===== config.mk =====
export PLATFORM = sky130hd
export DESIGN_NAME = dram_block_unpacker
export DESIGN_NICKNAME = d
export VERILOG_FILES = /design/src/rtl/dram_block_unpacker.sv
export SDC_FILE = /design/constraint.sdc
export NUM_CORES = 2
export LEC_CHECK = 0
export BUFFER_PORTS_ARGS = -buffer_cell sky130_fd_sc_hd__buf_2
export CORE_MARGIN = 2
export CORE_UTILIZATION = 50
export DETAILED_ROUTE_END_ITERATION = 10
export GPL_ROUTABILITY_DRIVEN = 0
export GPL_TIMING_DRIVEN = 0
export PLACE_DENSITY = 0.67
export SLEW_MARGIN = 0
export SYNTH_ARGS = -nofsm -noshare
export SYNTH_HDL_FRONTEND = slang
export SYNTH_SLANG_ARGS = --single-unit

===== constraint.sdc =====
create_clock -name CLK -period 62 [get_ports CLK]
set_input_delay 12.4 -clock CLK [delete_from_list [all_inputs] [get_ports CLK]]
set_output_delay 12.4 -clock CLK [all_outputs]
set_load 0.01 [all_outputs]

===== src/rtl/dram_block_unpacker.sv =====
// Fetches DRAMW-bit blocks from DRAM in bursts, buffers them in a block FIFO and
// unpacks each block into WAYS-element beats on a valid/ready stream.
//
// state | meaning
// IDLE  | waiting for START
// ISSUE | request next burst once the DRAM is free and the FIFO has room for it
// WAIT  | collecting the blocks of the outstanding burst
// DRAIN | all blocks fetched; wait for the FIFO to empty, then pulse DONE
module dram_block_unpacker #(
   parameter int          DRAMW     = 512,
   parameter int          ELEMW     = 32,
   parameter int          WAYS      = 4,
   parameter int          BURST     = 4,
   parameter int          FIFO_LOG  = 3,
   parameter int          ADDR_STEP = 8,
   parameter logic [31:0] LAST_ADDR = 32'h07FFFFF8,
   parameter logic [1:0]  REQ_READ  = 2'd2
) (
   input  logic                  CLK,
   input  logic                  RST_X,
   input  logic                  START,
   input  logic [31:0]           BASE_ADR,
   input  logic [31:0]           NBLOCKS,
   output logic [1:0]            D_REQ,
   output logic [31:0]           D_INITADR,
   output logic [31:0]           D_BLOCKS,
   input  logic                  D_BUSY,
   input  logic [DRAMW-1:0]      D_DOUT,
   input  logic                  D_DOUTEN,
   output logic [WAYS*ELEMW-1:0] O_DATA,
   output logic                  O_VALID,
   input  logic                  O_READY,
   output logic                  BUSY,
   output logic                  DONE,
   output logic                  ERR
);

   localparam int          BW        = WAYS * ELEMW;
   localparam int          BPB       = DRAMW / BW;
   localparam int          DEPTH     = 1 << FIFO_LOG;
   localparam int          GW        = $clog2(BURST + 1);
   localparam int          KW        = (BPB > 1) ? $clog2(BPB) : 1;
   localparam logic [31:0] WRAP_SPAN = LAST_ADDR + 32'(ADDR_STEP);

   typedef enum logic [1:0] {S_IDLE, S_ISSUE, S_WAIT, S_DRAIN} state_t;

   state_t              state;
   logic [31:0]         adr;
   logic [31:0]         rem;
   logic [GW-1:0]       got;
   logic [GW-1:0]       blen_q;
   logic [FIFO_LOG:0]   fifo_count;
   logic [FIFO_LOG-1:0] wr_ptr;
   logic [FIFO_LOG-1:0] rd_ptr;
   logic [KW-1:0]       k;
   logic [DRAMW-1:0]    mem [DEPTH];
   logic [DRAMW-1:0]    head;

   logic                fifo_full;
   logic                fifo_empty;
   logic                push;
   logic                xfer;
   logic                pop;
   logic [31:0]         blen_w;
   logic                can_issue;
   logic                last_blk;
   logic [31:0]         adr_sum;
   logic [31:0]         adr_next;

   assign fifo_full  = (fifo_count == (FIFO_LOG+1)'(DEPTH));
   assign fifo_empty = (fifo_count == '0);
   assign push       = D_DOUTEN && (state == S_WAIT) && !fifo_full;
   assign xfer       = !fifo_empty && O_READY;
   assign pop        = xfer && (k == KW'(BPB - 1));

   assign blen_w    = (rem < 32'(BURST)) ? rem : 32'(BURST);
   assign can_issue = !D_BUSY && (32'(fifo_count) <= 32'(DEPTH) - blen_w);
   assign last_blk  = D_DOUTEN && ((got + GW'(1)) == blen_q);

   // Blocks are aligned, so crossing LAST_ADDR folds back by exactly one span.
   assign adr_sum  = adr + 32'(blen_q) * 32'(ADDR_STEP);
   assign adr_next = (adr_sum > LAST_ADDR) ? (adr_sum - WRAP_SPAN) : adr_sum;

   assign head    = mem[rd_ptr];
   assign O_VALID = !fifo_empty;
   assign O_DATA  = fifo_empty ? '0 : head[k*BW +: BW];

   always_ff @(posedge CLK or negedge RST_X) begin
      if (!RST_X) begin
         state     <= S_IDLE;
         adr       <= '0;
         rem       <= '0;
         got       <= '0;
         blen_q    <= '0;
         D_REQ     <= 2'd0;
         D_INITADR <= '0;
         D_BLOCKS  <= '0;
         BUSY      <= 1'b0;
         DONE      <= 1'b0;
         ERR       <= 1'b0;
      end else begin
         D_REQ <= 2'd0;
         DONE  <= 1'b0;
         if (START && BUSY)
            ERR <= 1'b1;
         if (D_DOUTEN && ((state != S_WAIT) || fifo_full))
            ERR <= 1'b1;
         case (state)
            S_IDLE: begin
               if (START) begin
                  adr   <= BASE_ADR;
                  rem   <= NBLOCKS;
                  BUSY  <= 1'b1;
                  state <= (NBLOCKS == '0) ? S_DRAIN : S_ISSUE;
               end
            end
            S_ISSUE: begin
               if (can_issue) begin
                  D_REQ     <= REQ_READ;
                  D_INITADR <= adr;
                  D_BLOCKS  <= blen_w;
                  blen_q    <= GW'(blen_w);
                  got       <= '0;
                  state     <= S_WAIT;
               end
            end
            S_WAIT: begin
               // A dropped (overflowing) block still counts toward the burst.
               if (D_DOUTEN)
                  got <= got + GW'(1);
               if (last_blk) begin
                  rem   <= rem - 32'(blen_q);
                  adr   <= adr_next;
                  state <= (rem != 32'(blen_q)) ? S_ISSUE : S_DRAIN;
               end
            end
            S_DRAIN: begin
               if (fifo_empty) begin
                  DONE  <= 1'b1;
                  BUSY  <= 1'b0;
                  state <= S_IDLE;
               end
            end
            default: state <= S_IDLE;
         endcase
      end
   end

   always_ff @(posedge CLK or negedge RST_X) begin
      if (!RST_X) begin
         wr_ptr     <= '0;
         rd_ptr     <= '0;
         fifo_count <= '0;
         k          <= '0;
      end else begin
         if (push)
            wr_ptr <= wr_ptr + FIFO_LOG'(1);
         if (pop)
            rd_ptr <= rd_ptr + FIFO_LOG'(1);
         case ({push, pop})
            2'b10:   fifo_count <= fifo_count + (FIFO_LOG+1)'(1);
            2'b01:   fifo_count <= fifo_count - (FIFO_LOG+1)'(1);
            default: fifo_count <= fifo_count;
         endcase
         if (xfer)
            k <= pop ? '0 : k + KW'(1);
      end
   end

   always_ff @(posedge CLK) begin
      if (push)
         mem[wr_ptr] <= D_DOUT;
   end

endmodule


==> impl_results.md <==
- Mapped Area: 163,000 um2
- CTS H-tree lvls: 5
- Post-route ant nets: 0
- Initial antenna violation count: 296
- Layout cells sized above 1: 0.366
- Gr ovfl total: 0
- Fin area: 193,000 um2
- Combinational power share: 0.316
- PortBufs: 778
- Final WS setup: 43.72 ns
- GRT Total Usage: 0.262
- Initial Utilization: 0.502
- Total routed wirelength: 434,000 um
- Post-synth top area share: 0.755
- Die Footprint: 330,000 um2
- Pins Over Slew Limit: 0
- Cell with the most instances after synthesis: edfxtp_1
- Final Power: 8770 uW
- Clk buf depth: 4
- Vias/cell: 6.15
- Prevailing post-synth register cell: edfxtp_1
- Period utilisation layout: 0.295
- Status: finished, final reports clean
- Wire length of the first global-routing pass: 613,000 um
- Starting DRT DRC Count: 10,200
- Height of the die: 575 um
- Clk slew on worst S/H paths: 0.06 ns
- Core area: 324,000 um2
- Pre-antenna DRT Iters: 8
- Switching share of power: 0.309
- Die W: 575 um
- Clock skew: 0.0530 ns
- Leak: 0.0630 uW
- Post-Place Worst Slack: 44.65 ns
- Final Setup Violations: 0
- EDFF count, synth: 4,096
- WL/cell: 32.6 um
- Top Ports: 780
- CTS buffer count: 426
- Synthesized area per cell: 23.9 um2
- Worst min path class: flop to flop
- CTS tree: built
- Final core utilization: 0.596
- Register area share after synthesis: 0.778
- Critical path required time: 49.60 ns
- MaxCap Viol Count: 0
- Syn Nets: 7,424
- Flop pwr share: 0.391
- Final worst path period need: 18.28 ns
- Distinct cells, synth: 64
- RSZ-0062 raised after global routing: no
- Synth area leader: edfxtp_1
- Worst skew pair latency: 0.97 ns
- Critical path peak fanout: 10
- Post-DP Area: 179,000 um2
- Worst EP arrival: 5.88 ns
- Slew margin rel.: 0.116
- Synthesized instance count: 6,821
- CTS sink cnt: 4,245
- Area Overhead vs Synth: 18.6%
- Vias in the first global route: 81,900
- Final hold violation count: 0
- Cts hold-fix bufs: 0
- Post-CTS setup buffers: 0
- Net Sw Power: 2710 uW
- Via count: 82,000
- Fmax: 0.0547 GHz
- VDD IR max: 0.0329 mV
- Nets@finish: 9,144
- CP Class: flop to output port
- Int Pwr: 6060 uW
- Hpwl dp: 301,000 um
- Setup TNS: 0 ns
- Commonest cells in the synthesized netlist: edfxtp_1 (4,096), mux4_2 (1,280), clkbuf_1 (298)
- Async SR Flop Fraction: 0.0351
- DRC Markers: 0
- Cell row count: 209
- Element type at the critical path end: output port
- Largest net degree at the start of global routing: 102
- Tightest Pin Transition: 1.33 ns
- Synth Warn #: 0
- Post_cts resized: 0
- Worst setup SP type: flop
- Yosys reg bits: 4,245
- Clock network fraction of design power: 0.293
- Synth top area cells: edfxtp_1 (76%), mux4_2 (18%), dfrtp_1 (2.3%)
- PwrDens: 45.4 nW/um2
- CTS Root Cell: clkbuf_16
[metal layers]
layer / part of all wire / wire length [um] / up-vias / GRT usage
li1: - / - / 33000 / -
met3: 0.10 / 44500 / 1003 / 0.0714
met2: 0.49 / 211000 / 4461 / 0.419
met5: 0.0025 / 1100 / - / 0
met1: 0.37 / 162000 / 43300 / 0.352
met4: 0.034 / 14600 / 178 / 0.0876
[path summary, 6_finish.rpt]
path                                start           to  slack, ns  cells past startpoint
worst max-delay path            rd_ptr[0]   O_DATA[80]      43.72                     11
worst min register to register        ERR          ERR       0.48                      2
min in group asynchronous           RST_X  D_BLOCKS[4]      11.21                      1
max in group asynchronous           RST_X    rd_ptr[1]      49.75                      3
worst min-delay path                  ERR          ERR       0.48                      2
worst max register to register   state[0]  mem[2][269]      56.93                     20
[layout make-up]
| cell class | instances | area (um2) |
|---|---|---|
| antenna | 97 | 243 |
| buffer | 372 | 1450 |
| clock buffer | 522 | 11400 |
| clock inverter | 261 | 2560 |
| fill | 22600 | 131000 |
| inverter | 20 | 75.1 |
| multi-input combinational | 2184 | 34700 |
| sequential | 4245 | 127000 |
| tap | 4325 | 5410 |
| timing repair buffer | 1292 | 10500 |
[placed cells by master (no fill, tap or decap), drive strengths merged, types with 33 or more instances in the layout]
cell type,count
nand3,46
o22ai,35
mux2,34
clkinv,185
inv,34
dfrtp,149
clkbuf,821
mux2i,134
nor2,186
a21oi,68
bufinv,47
edfxtp,4096
buf,1365
mux4,1280
and2,33
nand2,77
diode,97
o21ai,58
nor3,35
[logic make-up after synthesis]
kind of cell / count (synthesis) / share of synthesized area
adder cells (fa/ha/maj): 21 / 0.00175
multiplexers: 1448 / 0.188
AO/OA/AOI/OAI: 208 / 0.00762
flip-flops: 4245 / 0.778
AND/OR/NAND/NOR: 476 / 0.0143
other: 1 / 0.0000230
XOR/XNOR: 30 / 0.00161
buffers and inverters: 392 / 0.00913
[registers in the layout, summed over array words and instances (netlist names)]
name        count
mem          4096
D_BLOCKS       32
D_INITADR      32
adr            32
rem            32
fifo_count      4
got             3
rd_ptr          3
wr_ptr          3
k               2
state           2
BUSY            1
DONE            1
D_REQ           1
ERR             1
[per-stage QoR]
| step | cells | hold slack (ns) |
|---|---|---|
| 2_1_floorplan | 6821 | 0.448 |
| 3_3_place_gp | 11900 | 0.455 |
| 3_5_place_dp | 12400 | 0.462 |
| 4_1_cts | 13200 | 0.476 |
| 5_1_grt | 13300 | 0.492 |
| 6_report | 13300 | 0.477 |
[worst max-delay path: stages, from the launching register on]
cell and delay (ns):
dfrtp_1 0.37, clkbuf_1 0.29, clkbuf_2 0.52, buf_16 0.22, clkbuf_2 0.33, buf_12 0.23, buf_1 0.99, mux4_2 0.62
mux4_2 0.50, mux2i_1 0.46, nor2_1 0.10, buf_2 0.18
[power groups by stage]
stage	sequential [uW]	combinational, uW	clock (uW)
after floorplan	3690	1630	0
final	3430	2770	2570
after global routing	3440	2910	2710
after global placement	3950	2650	0
after detailed placement	3490	2780	0
after CTS	3430	2800	2600
Power figures use the tool's default switching activity.
